$ cat src/rtl/key_pkg.sv
// Shared state encoding and default timing constants for the key press controller.
package key_pkg;

  localparam int unsigned LONG_TICKS_DEF = 16;
  localparam int unsigned RPT_TICKS_DEF  = 4;
  localparam int unsigned CNT_W_DEF      = 8;
  localparam int unsigned RPT_CNT_W      = 8;

  typedef enum logic [1:0] {
    IDLE    = 2'd0,
    PRESSED = 2'd1,
    HELD    = 2'd2
  } key_state_e;

endpackage

$ cat src/rtl/hold_timer.sv
// ce-gated tick counter; tc flags the tick that reaches limit and self-clears the count.
module hold_timer #(
  parameter int unsigned CNT_W = 8
) (
  input  logic             clk,
  input  logic             clr,
  input  logic             ce,
  input  logic [CNT_W-1:0] limit,
  output logic             tc
);

  logic [CNT_W-1:0] cnt_q;

  assign tc = ce && (cnt_q == (limit - CNT_W'(1)));

  always_ff @(posedge clk) begin
    if (clr) begin
      cnt_q <= '0;
    end else if (ce) begin
      cnt_q <= tc ? '0 : cnt_q + CNT_W'(1);
    end
  end

endmodule

$ cat src/rtl/key_press_ctrl.sv
// Classifies a debounced key into press / short / long / auto-repeat / release pulses.
module key_press_ctrl
  import key_pkg::*;
#(
  parameter int unsigned LONG_TICKS = LONG_TICKS_DEF,
  parameter int unsigned RPT_TICKS  = RPT_TICKS_DEF,
  parameter int unsigned CNT_W      = CNT_W_DEF
) (
  input  logic                 clk,
  input  logic                 clr,
  input  logic                 ce,
  input  logic                 key_up,
  input  logic                 key_en,
  output logic                 press,
  output logic                 short_press,
  output logic                 long_press,
  output logic                 rpt,
  // "release" is a reserved word, hence the past-tense name.
  output logic                 released,
  output logic [RPT_CNT_W-1:0] rpt_cnt,
  output logic                 busy
);

  localparam logic [CNT_W-1:0] LONG_LIM = CNT_W'(LONG_TICKS);
  localparam logic [CNT_W-1:0] RPT_LIM  = CNT_W'(RPT_TICKS);

  key_state_e         state_q;
  logic               tick;
  logic               tmr_clr;
  logic               tc;
  logic [CNT_W-1:0]   limit;

  // Counter stays at zero while idle, so every accepted press starts from a fresh count.
  assign tick    = ce && key_en && (state_q != IDLE);
  assign tmr_clr = clr || (state_q == IDLE);
  assign limit   = (state_q == HELD) ? RPT_LIM : LONG_LIM;

  hold_timer #(
    .CNT_W(CNT_W)
  ) u_hold_timer (
    .clk  (clk),
    .clr  (tmr_clr),
    .ce   (tick),
    .limit(limit),
    .tc   (tc)
  );

  always_ff @(posedge clk) begin
    if (clr) begin
      state_q     <= IDLE;
      press       <= 1'b0;
      short_press <= 1'b0;
      long_press  <= 1'b0;
      rpt         <= 1'b0;
      released    <= 1'b0;
      rpt_cnt     <= '0;
      busy        <= 1'b0;
    end else begin
      press       <= 1'b0;
      short_press <= 1'b0;
      long_press  <= 1'b0;
      rpt         <= 1'b0;
      released    <= 1'b0;
      unique case (state_q)
        IDLE: begin
          if (key_up) begin
            state_q <= PRESSED;
            rpt_cnt <= '0;
            press   <= 1'b1;
            busy    <= 1'b1;
          end
        end
        PRESSED: begin
          // Release is checked first so it wins over a coinciding threshold.
          if (ce && !key_en) begin
            state_q     <= IDLE;
            short_press <= 1'b1;
            released    <= 1'b1;
            busy        <= 1'b0;
          end else if (tc) begin
            state_q    <= HELD;
            long_press <= 1'b1;
          end
        end
        HELD: begin
          if (ce && !key_en) begin
            state_q  <= IDLE;
            released <= 1'b1;
            busy     <= 1'b0;
          end else if (tc) begin
            rpt <= 1'b1;
            if (rpt_cnt != '1) begin
              rpt_cnt <= rpt_cnt + RPT_CNT_W'(1);
            end
          end
        end
        default: begin
          state_q <= IDLE;
          busy    <= 1'b0;
        end
      endcase
    end
  end

endmodule
$ cat config.mk
export PLATFORM = sky130hd
export DESIGN_NAME = key_press_ctrl
export DESIGN_NICKNAME = d
export VERILOG_FILES = /design/src/rtl/key_pkg.sv /design/src/rtl/hold_timer.sv /design/src/rtl/key_press_ctrl.sv
export SDC_FILE = /design/constraint.sdc
export NUM_CORES = 1
export LEC_CHECK = 0
export CAP_MARGIN = 0
export CORE_ASPECT_RATIO = 1.1
export CORE_UTILIZATION = 26
export CTS_CLUSTER_DIAMETER = 60
export DETAILED_ROUTE_END_ITERATION = 12
export DONT_BUFFER_PORTS = 1
export PLACE_DENSITY = 0.37
export RECOVER_POWER = 25
export REMOVE_ABC_BUFFERS = 1
export SETUP_SLACK_MARGIN = 0.15
export SYNTH_ARGS = -nofsm -noshare
export SYNTH_HDL_FRONTEND = slang
export SYNTH_HIERARCHICAL = 1
export SYNTH_SLANG_ARGS = --single-unit
$ cat constraint.sdc
create_clock -name clk -period 3.45 [get_ports clk]
set_input_delay 0.345 -clock clk [delete_from_list [all_inputs] [get_ports clk]]
set_output_delay 0.345 -clock clk [all_outputs]
set_load 0.005 [all_outputs]
Word-level counts from Yosys, hierarchy flattened:

Index checks and enable logic that the tools add are counted.

* register bits: 24
* output and inout bits: 14
* logic and storage cells: 63

* $add $sub $neg: 3
* eq/ne operators: 11
* muxes and demuxes: 19
* bitwise gates (word level): 4
* reductions and logical operators: 17

Operators with widths (count)
* $mux 8: 5
* $add 8x1->8 const B: 2
* $pmux 8 s2: 1
* $reduce_or 2->1: 5
* $eq 8x8->1: 1
* $mux 2: 4
* $ne 2x1->1 const B: 4
* $ne 8x8->1 const B: 1
* $mux 1: 6
* $pmux 2 s3: 1
* $sub 5x1->6 const B: 1
* $mux 5: 1
* $reduce_and 5->1: 1
* $logic_and 1x1->1: 4
* $ne 2x2->1 const B: 2
* $not 1->1: 4
* $reduce_bool 2->1: 2
* $ne 3x2->1 const B: 1
* $reduce_and 3->1: 1
* $eq 2x1->1 const B: 1
* $eq 2x2->1 const B: 1
* $logic_not 2->1: 1
* $pmux 1 s2: 1
* $reduce_and 2->1: 1
* other kinds (2): 2

Logic depth before layout (Yosys ltp):

Gate-level depths: netlist of run 1.

* depth after elaboration: 8
* mapped depth: 12
* gate-level depth less buffers: 11

Modules after synthesis:

The synthesis of run 1 kept the hierarchy.

By module, submodules not included
* key_press_ctrl: instances 1, cells an instance 104, area an instance 935.9 um^2
* hold_timer: instances 1, cells an instance 76, area an instance 638.1 um^2

Least setup slack after synthesis of run 1:

Ideal clock, no wire load.

* path type: register -> register
* from: register state_q[0]
* to: register rpt_cnt[6]
* data arrival time: 2.755 ns
* data required time: 3.330 ns
* setup slack: 0.575 ns
* stages on the path, launching flop included: 12
* path buffers: 1
* clock period less this slack: 2.875 ns
* cell sequence: dfxtp_1 > inv_1 > ha_1 > buf_6 > inv_1 > nor4_4 > and4b_1 > a41oi_1 > a211oi_4 > o2111ai_4 > o21a_4 > o31a_1

* longest elaborated chain between the ends: 7

RTL lines
* start, declared: RTL line key_press_ctrl.sv:27 `key_state_e state_q;`
* start signal, assigned: RTL line key_press_ctrl.sv:50 `state_q <= IDLE;`
* start signal, assigned: RTL line key_press_ctrl.sv:67 `state_q <= PRESSED;`
* start signal, assigned: RTL line key_press_ctrl.sv:76 `state_q <= IDLE;`
* $eq 2x2->1: RTL line key_press_ctrl.sv:36 `assign limit = (state_q == HELD) ? RPT_LIM : LONG_LIM;`
* $mux 5: RTL line key_press_ctrl.sv:36
* via limit[2]: RTL line key_press_ctrl.sv:31 `logic [CNT_W-1:0] limit;`
* $sub 5x1->6: RTL line hold_timer.sv:14 `assign tc = ce && (cnt_q == (limit - CNT_W'(1)));`
* $eq 8x8->1: RTL line hold_timer.sv:14
* $logic_and 1x1->1: RTL line hold_timer.sv:14
* via tc: RTL line key_press_ctrl.sv:30 `logic tc;`
* $ne 2x1->1 (no source line)
* $reduce_and 5->1 (no source line)
* end signal, assigned: RTL line key_press_ctrl.sv:93 `rpt_cnt <= rpt_cnt + RPT_CNT_W'(1);`
* end, declared: RTL line key_press_ctrl.sv:20 `output logic [RPT_CNT_W-1:0] rpt_cnt,`

The timed path passes the listed nets, and every way through them passes these cells.
A chain may end at the register's enable or synchronous reset.

Worst setup path in the final report of run 1:

Same ends and word-level chain as after synthesis.

==> results of run 1 <==
[registers in the layout, indices dropped and copies added (netlist names)]
register / count
u_hold_timer/cnt_q: 8
press: 1
rpt_cnt: 8
state_q: 2
busy: 1
rpt: 1
long_press: 1
released: 1
short_press: 1
[synth_stat cells (all sizes together)]
master / instances / area (µm²)
nor3b: 2 / 15.01
nor2b: 1 / 6.260
o21bai: 1 / 7.510
o211a: 1 / 10.01
or3b: 2 / 17.52
and4b: 1 / 10.01
a211o: 2 / 17.52
o21ai: 9 / 45.04
a211oi: 2 / 27.53
dfxtp: 24 / 480.5
ha: 7 / 87.58
o21a: 3 / 30.02
nand3: 5 / 25.02
o22ai: 1 / 6.260
conb: 1 / 3.750
o22a: 3 / 26.28
nand3b: 1 / 7.510
a21oi: 8 / 40.04
nor2: 12 / 45.04
nand2b: 10 / 85.08
o31ai: 3 / 22.52
or2: 1 / 6.260
inv: 8 / 30.03
nor3: 13 / 65.06
a31oi: 2 / 12.51
mux2: 2 / 22.52
buf: 5 / 42.53
clkbuf: 3 / 21.27
a41oi: 1 / 8.760
nand4: 5 / 31.28
a21boi: 1 / 7.510
a22o: 1 / 8.760
nor4: 1 / 21.27
and3: 4 / 30.03
o31a: 2 / 17.52
xnor2: 6 / 52.55
nand2: 13 / 48.80
xor2: 8 / 70.07
o2111ai: 2 / 35.04
and2b: 1 / 8.760
and4: 2 / 17.52
[per-layer routing]
layer	global-route usage	vias up
met5	0	-
met4	0.03671	0
met3	0.02514	4
met2	0.2207	22
met1	0.1379	574
li1	-	660
[critical path: stages, from the launching register on]
cell and delay (ps):
dfxtp_1 340, inv_1 100, ha_1 370, inv_1 220, nor4_4 310, and4b_1 240, a41oi_1 70, a211oi_4 420
o2111ai_4 230, o21a_4 270, o31a_1 270
[power by group through the flow]
| stage | logic (W) | clock network [W] | registers (W) |
|---|---|---|---|
| 2_1_floorplan | 0.000152 | 0 | 0.000307 |
| 3_3_place_gp | 0.000191 | 0 | 0.000310 |
| 3_5_place_dp | 0.000192 | 0 | 0.000310 |
| 4_1_cts | 0.000193 | 0.000216 | 0.000304 |
| 5_1_grt | 0.000217 | 0.000223 | 0.000306 |
| 6_report | 0.000192 | 0.000203 | 0.000304 |
[layout make-up]
cell class,count,share of cell area
Clock buffer,4,0.03123
Inverter,8,0.01703
Multi-Input combinational cell,163,0.6160
Sequential cell,24,0.2725
Tap cell,77,0.05465
Timing Repair Buffer,2,0.008517
[stage by stage]
stage / hold slack [ps] / worst slack, ps
floorplan: 414.1 / 430.5
global placement: 418.3 / 595.7
detailed placement: 418.8 / 513.6
CTS: 110.2 / 482.2
global route: 105.9 / 290.4
finish: 124.4 / 503.9
[cells by family after synthesis]
kind of cell,after synthesis,share of synthesized area
AOI/OAI and AO/OA,42,0.2051
xor gates and xnor gates,14,0.07790
adders and majority gates,7,0.05564
buffers and inverters,16,0.05961
DFF,24,0.3052
muxes,2,0.01431
other,1,0.002382
and+or+nand+nor,74,0.2798
[worst paths after layout]
check / start / end / slack, ps / cells after the start
max: state_q[0]$_SDFFE_PP0P_ / rpt_cnt[6]$_SDFFE_PP0P_ / 500 / 10
min: clr / state_q[0]$_SDFFE_PP0P_ / 120 / 1
max reg2reg: state_q[0]$_SDFFE_PP0P_ / rpt_cnt[6]$_SDFFE_PP0P_ / 500 / 10
min reg2reg: state_q[1]$_SDFFE_PP0P_ / state_q[1]$_SDFFE_PP0P_ / 500 / 2
==> out/metrics.yaml, run 1 <==
placement:
  placed_area_um2: 1708
  gp_congestion: 0.7201
  dpl.hpwl_um: 2743
  portBuffers: 0
  place_inst: 274
final_layout:
  nNetsFinal: 214
  fill_cells: 646
  seq_area_um2: 480.5
  diodes: 0
  fin_util: 0.3037
  final_cell_mix: "dfxtp_1, conb_1, nand2_1, nor3_1, nor2_1"
  fin_cells: 278
  multi_input_area_um2: 1086
  area_delta_synth_final_pct: 12.00
  fin_area_um2: 1763
  drive_gt1_frac: 0.09950
power_and_ir_drop:
  total_power_w: 0.0006995
  cellLeakagePower_nw: 0.6376
  combPwrFrac: 0.275
  p_clk_frac: 0.290
  p_per_area_nw_per_um2: 396.8
  internal_power_w: 0.0004694
  vdd_drop_max_uv: 210.3
  sw_frac_of_total: 0.3290
  power.switching_w: 0.0002301
  power_frac_seq: 0.434
global_route:
  grt_max_degree: 14
  antenna_found_initial: 0
  gr-total-overflow: 0
  grtUsageTotal: 0.1200
  grt_pass1_wl_um: 6175
  grt_pass1_vias: 1295
setup_path:
  start_kind: "flip-flop"
  critPathCaptureType: "flip-flop"
  critPathMaxFanout: 9
  required_ps: 3620
  path_class: "reg -> reg"
  arrival_ps: 3120
logic_synthesis:
  yosys_warnings: 6
  synthCells: 180
  synthDistinctLibCells: 49
  synth_area_um2: 1574
  ys_seq_elements: 24
  yosysSeqAreaShare: 0.3052
  avgSynthCellArea_um2: 8.745
routing:
  initialDrtViolationCount: 37
  viasPerCell: 4.532
  wl_met2_um: 1800
  vias: 1260
  wl_met3_um: 145
  wl_per_cell_um: 12.94
  remaining_drc_errors: 0
  routed.top_layer: "met4"
  firstDrtPassIters: 4
  ant_nets: 0
  wl_met1_um: 1617
  wl_um: 3598
sta:
  final.setup_skew_ps: 3.751
  fin_crit_sh: 0.8539
  period_minus_slack_ps: 2946
  tns_ps: 0
  rsz0062_at_grt: "no"
  slew_viol_final: 0
  finalHoldViolCount: 0
  fmax_ghz: 0.3394
  setup_viol: 0
cts:
  clock_latency_ps: 270
  cts_setup_buffers: 0
  cts_hold_buf: 0
  cts_resized: 0
  clk_path_buf_depth: 2
  htree_levels: 1
  path_clk_slew_ps: 90
  cts.sink_count: 24
  cts_tree: "done"
  cts_made_buffers: 3
  cts-root-buf: "clkbuf_8"
min_path:
  hold_class: "in -> reg"
floorplanning:
  rows: 29
  dieArea_um2: 6369
  fp.dieW_um: 76.19
  coreArea_um2: 5806
  pin_count: 19
  initial_core_util: 0.2711
  die_y_um: 83.61
job:
  maxCapViolCount: 0
status:
  status: "finished, final reports clean"
Power figures use the tool's default switching activity.
==> run 2, diff against run 1 <==
clock period = 2.9 ns   (was 3.45 ns; I/O delays follow)
==> run 2 against run 1 <==
Cell area rose by 2.8%. Worst hold slack got worse by 61 ps. Sequential share of layout area fell by 0.68 points. Power grew 20%. Clock power is 16% higher. Critical path type unchanged. Routed wire length increased by 0.86%.
==> out/metrics.yaml, run 2 (synthesis gave the netlist of run 1 again) <==
cts:
  cts_made_buffers: 3
  cts-root-buf: "clkbuf_8"
  clock_latency_ps: 270
  cts.sink_count: 24
  path_clk_slew_ps: 90
  clk_path_buf_depth: 2
  cts_tree: "done"
  htree_levels: 1
  cts_hold_buf: 0
floorplanning:
  fp.dieW_um: 76.19
  coreArea_um2: 5806
  die_y_um: 83.61
  rows: 29
  initial_core_util: 0.2711
  dieArea_um2: 6369
  pin_count: 19
global_route:
  grtUsageTotal: 0.1249
  grt_max_degree: 14
  grt_pass1_wl_um: 6354
  gr-total-overflow: 0
  grt_pass1_vias: 1320
  antenna_found_initial: 0
final_layout:
  area_delta_synth_final_pct: 15.18
  top_regs: "rpt_cnt (8), u_hold_timer/cnt_q (8), state_q (2)"
  final_common_cell: "conb_1"
  drive_gt1_frac: 0.1456
  nNetsFinal: 219
  fin_util: 0.3123
  multi_input_area_um2: 1094
  seq_area_um2: 481.7
  fill_cells: 636
  fin_area_um2: 1813
  final_cell_mix: "conb_1, dfxtp_1, nand2_1, nor2_1, nor3_1"
  diodes: 0
routing:
  vias: 1272
  ant_nets: 0
  wl_per_cell_um: 12.82
  viasPerCell: 4.495
  remaining_drc_errors: 0
  firstDrtPassIters: 4
  initialDrtViolationCount: 25
  wl_um: 3629
power_and_ir_drop:
  total_power_w: 0.0008402
  cellLeakagePower_nw: 0.6629
  power.switching_w: 0.0002699
  internal_power_w: 0.0005703
  p_per_area_nw_per_um2: 463.4
  combPwrFrac: 0.286
  sw_frac_of_total: 0.3213
  p_clk_frac: 0.281
  power_frac_seq: 0.433
  vdd_drop_max_uv: 245.8
setup_path:
  path_class: "reg -> reg"
  critPathCaptureType: "flip-flop"
  crit_chain: "inv_2 > ha_2 > inv_2 > nor4_4 > and4b_1 > a41oi_1 > a211oi_4 > o2111ai_4 > o21a_4 > o31a_1"
  max_stage_delay_ps: 410
  slowest_stage: "a211oi_4"
  arrival_ps: 2770
  start_kind: "flip-flop"
  required_ps: 3060
  path_common_cell: "inv_2"
  critPathMaxFanout: 6
sta:
  setup_viol: 0
  rsz0062_at_grt: "no"
  finalHoldViolCount: 0
  slew_viol_final: 0
  fmax_ghz: 0.3843
  period_minus_slack_ps: 2602
  tns_ps: 0
  final.setup_skew_ps: 6.860
  fin_crit_sh: 0.8973
placement:
  portBuffers: 0
  gp_congestion: 0.7260
  dpl.hpwl_um: 2779
  placed_area_um2: 1730
min_path:
  hold_class: "in -> reg"
job:
  maxCapViolCount: 0
status:
  status: "finished, final reports clean"
[run 2: cell types whose count changed in the layout (fill, tap and decap cells not counted), sizes merged]
cell / delta
buf: +5
[run 2: path summary, 6_finish.rpt]
path                      startpoint                 endpoint  slack, ps  depth (start not counted)
min reg2reg  state_q[0]$_SDFFE_PP0P_  state_q[0]$_SDFFE_PP0P_        500                          2
min                              clr  state_q[0]$_SDFFE_PP0P_         60                          1
max          state_q[0]$_SDFFE_PP0P_  rpt_cnt[6]$_SDFFE_PP0P_        300                         10
max reg2reg  state_q[0]$_SDFFE_PP0P_  rpt_cnt[6]$_SDFFE_PP0P_        300                         10
[run 2: timing repair]
item / in CTS / in global routing
gates resized for setup: 0 / 6
pin swaps: 1 / 4
gates cloned: 0 / 0
endpoints found under the setup margin: 1 / 10
setup buffers: 0 / 2
[run 2: layout make-up]
type	count	share of cell area
clock buffer	4	0.03037
inverter	8	0.01656
multi-input combinational	163	0.6032
sequential	24	0.2657
tap	77	0.05314
timing repair buffer	7	0.03106
[run 2: worst max-delay path, delay by kind of cell, from the launching register on]
kind	cells	cell delay, ps
and+or+nand+nor	2	540
adders and majority gates	1	200
DFF	1	340
AOI/OAI and AO/OA	5	1260
buffers and inverters	2	160
[run 2: per-layer routing]
metal	GRT usage	vias to the layer above	share of wire
li1	-	670	-
met1	0.1381	589	0.44
met2	0.2314	11	0.52
met3	0.03060	2	0.036
met4	0.04196	0	0.0085
met5	0	-	0
[run 2: power by group through the flow]
| stage | Sequential [W] | Combinational [W] | Clock (W) |
|---|---|---|---|
| after floorplan | 0.000365 | 0.000181 | 0 |
| after detailed placement | 0.000369 | 0.000238 | 0 |
| after global routing | 0.000367 | 0.000275 | 0.000258 |
| after CTS | 0.000362 | 0.000239 | 0.000253 |
| after global placement | 0.000369 | 0.000238 | 0 |
| final | 0.000364 | 0.000240 | 0.000236 |
[run 2: stage by stage]
step / setup slack (ps) / hold WS, ps / std cells
after global routing: 143.1 / 49.90 / 283
after floorplan: -119.5 / 359.1 / 195
after global placement: 231.3 / 360.7 / 277
final: 298.0 / 63.74 / 283
after detailed placement: 166.5 / 363.7 / 277
after CTS: 155.6 / 64.53 / 281
==> run 3, diff against run 2 <==
CORE_UTILIZATION = 50   (was 26)
PLACE_DENSITY = 0.63   (was 0.37)
==> run 3 against run 2 <==
Die area down 47%. Critical path type unchanged. Routed wire length down 7.6%. Largest power group unchanged. Global-route usage up 8.7 points.
==> out/metrics.yaml, run 3 (synthesis gave the netlist of run 1 again) <==
cts:
  path_clk_slew_ps: 140
  cts_made_buffers: 3
  cts-root-buf: "clkbuf_4"
  cts_tree: "done"
  clk_path_buf_depth: 2
  htree_levels: 1
  clock_latency_ps: 320
  cts.sink_count: 24
setup_path:
  path_class: "reg -> reg"
  r2r_cells: 10
  required_ps: 3130
  start_kind: "flip-flop"
  crit_chain: "inv_1 > ha_1 > buf_4 > nor4_4 > and4b_1 > a41oi_1 > a211oi_4 > o2111ai_4 > o21a_4 > o31a_1"
  regToRegSetupSlack_ps: 300
  slowest_stage: "dfxtp_1"
  cp-startpoint: "state_q[0]$_SDFFE_PP0P_"
  arrival_ps: 2830
  cpLargestDelayFamily: "compound AO/OA/AOI/OAI gates"
  cp.depth: 10
  regToRegStartpoint: "state_q[0]$_SDFFE_PP0P_"
  reg2reg_to: "rpt_cnt[6]$_SDFFE_PP0P_"
  worst-path-buf-inv: 2
  max_stage_delay_ps: 380
  worstSetupEndpoint: "rpt_cnt[6]$_SDFFE_PP0P_"
  critPathCaptureType: "flip-flop"
  critPathMaxFanout: 8
sta:
  period_minus_slack_ps: 2604
  finalHoldViolCount: 0
  fin_ws_ps: 296.3
  final.setup_skew_ps: 1.902
  setup_viol: 0
  rsz0062_at_grt: "no"
  fmax_ghz: 0.3841
  slew_viol_final: 0
  fin_crit_sh: 0.8978
routing:
  wl_um: 3353
  remaining_drc_errors: 0
  wl_per_cell_um: 13.91
  viasPerCell: 5.502
  ant_nets: 0
  initialDrtViolationCount: 26
  firstDrtPassIters: 4
  vias: 1326
floorplanning:
  rows: 21
  initial_core_util: 0.5209
  die_y_um: 60.85
  coreArea_um2: 3022
  pin_count: 19
  dieArea_um2: 3377
  fp.dieW_um: 55.50
status:
  status: "finished, final reports clean"
final_layout:
  top_regs: "rpt_cnt (8), u_hold_timer/cnt_q (8), state_q (2)"
  diodes: 0
  final_cell_mix: "dfxtp_1, conb_1, nand2_1, nor2_1, nor3_1"
  fill_cells: 312
  area_delta_synth_final_pct: 12.08
  fin_cells: 241
  nNetsFinal: 220
  drive_gt1_frac: 0.1353
placement:
  gp_congestion: 0.7871
  dpl.hpwl_um: 2587
  place_inst: 233
  dpl_worst_slack_ps: 95.68
  portBuffers: 0
power_and_ir_drop:
  vdd_drop_max_uv: 372.5
  p_per_area_nw_per_um2: 483.0
  cellLeakagePower_nw: 0.6693
global_route:
  antenna_found_initial: 0
  grt_pass1_vias: 1258
  grt_max_degree: 15
  grt_pass1_wl_um: 5595
  gr-total-overflow: 0
  grtUsageTotal: 0.2120
job:
  maxCapViolCount: 0
min_path:
  hold_class: "in -> reg"
  hold_depth: 1
-- run 3: routing by layer --
metal,part of all wire,GRT usage
met1,0.43,0.2429
met2,0.52,0.3959
met3,0.034,0.02985
met4,0.016,0.1036
met5,0,0
-- run 3: worst min path at each step --
stage / end / slack (ps) / start
3_5_place_dp: state_q[1]$_SDFFE_PP0P_ / 370 / clr
5_1_grt: press$_SDFF_PP0_ / 5 / clr
2_1_floorplan: state_q[0]$_SDFFE_PP0P_ / 360 / clr
6_report: press$_SDFF_PP0_ / 20 / clr
3_3_place_gp: state_q[0]$_SDFFE_PP0P_ / 360 / clr
4_1_cts: state_q[1]$_SDFFE_PP0P_ / 8 / clr
-- run 3: layout make-up --
cell class | count | area [µm²] | share of cell area
repair buffers | 8 | 62.56 | 0.03546
multi-input cells | 163 | 1096 | 0.6213
well taps | 34 | 42.54 | 0.02411
inverters | 8 | 30.03 | 0.01702
clock inverters | 1 | 30.03 | 0.01702
flip-flops and latches | 24 | 480.5 | 0.2723
clock buffers | 3 | 22.52 | 0.01277
-- run 3: repair_timing --
item | 4_1_cts | 5_1_grt
pin swaps | 2 | 2
setup buffers | 1 | 2
resized for setup | 0 | 3
setup endpoints to repair | 3 | 10
hold endpoints to repair | 0 | 1
hold buffers | 0 | 1
-- run 3: through the flow --
step             util  setup TNS (ps)   power, W  instance area, µm²  hold slack, ps
3_5_place_dp   0.5524               0  0.0006034                1669           366.3
2_1_floorplan       -          -378.0  0.0005467                1597           359.1
6_report       0.5839               0  0.0008521                1764           19.17
3_3_place_gp   0.5524               0  0.0005977                1669           362.1
4_1_cts        0.5723               0  0.0008502                1729           8.153
5_1_grt        0.5839               0  0.0008979                1764           5.026
-- run 3: report_power, final --
part	leakage [nW]	switching (W)	internal, W
logic	0.447	0.000144	0.0000985
registers	0.194	0.0000140	0.000348
clock network	0.0279	0.000108	0.000140
total	0.669	0.000266	0.000586
-- run 3: worst reg2reg max path, cell delays in order (launching register included) --
cell	delay (ps)
dfxtp_1	380
inv_1	90
ha_1	240
buf_4	180
nor4_4	210
and4b_1	240
a41oi_1	70
a211oi_4	360
o2111ai_4	210
o21a_4	260
o31a_1	280
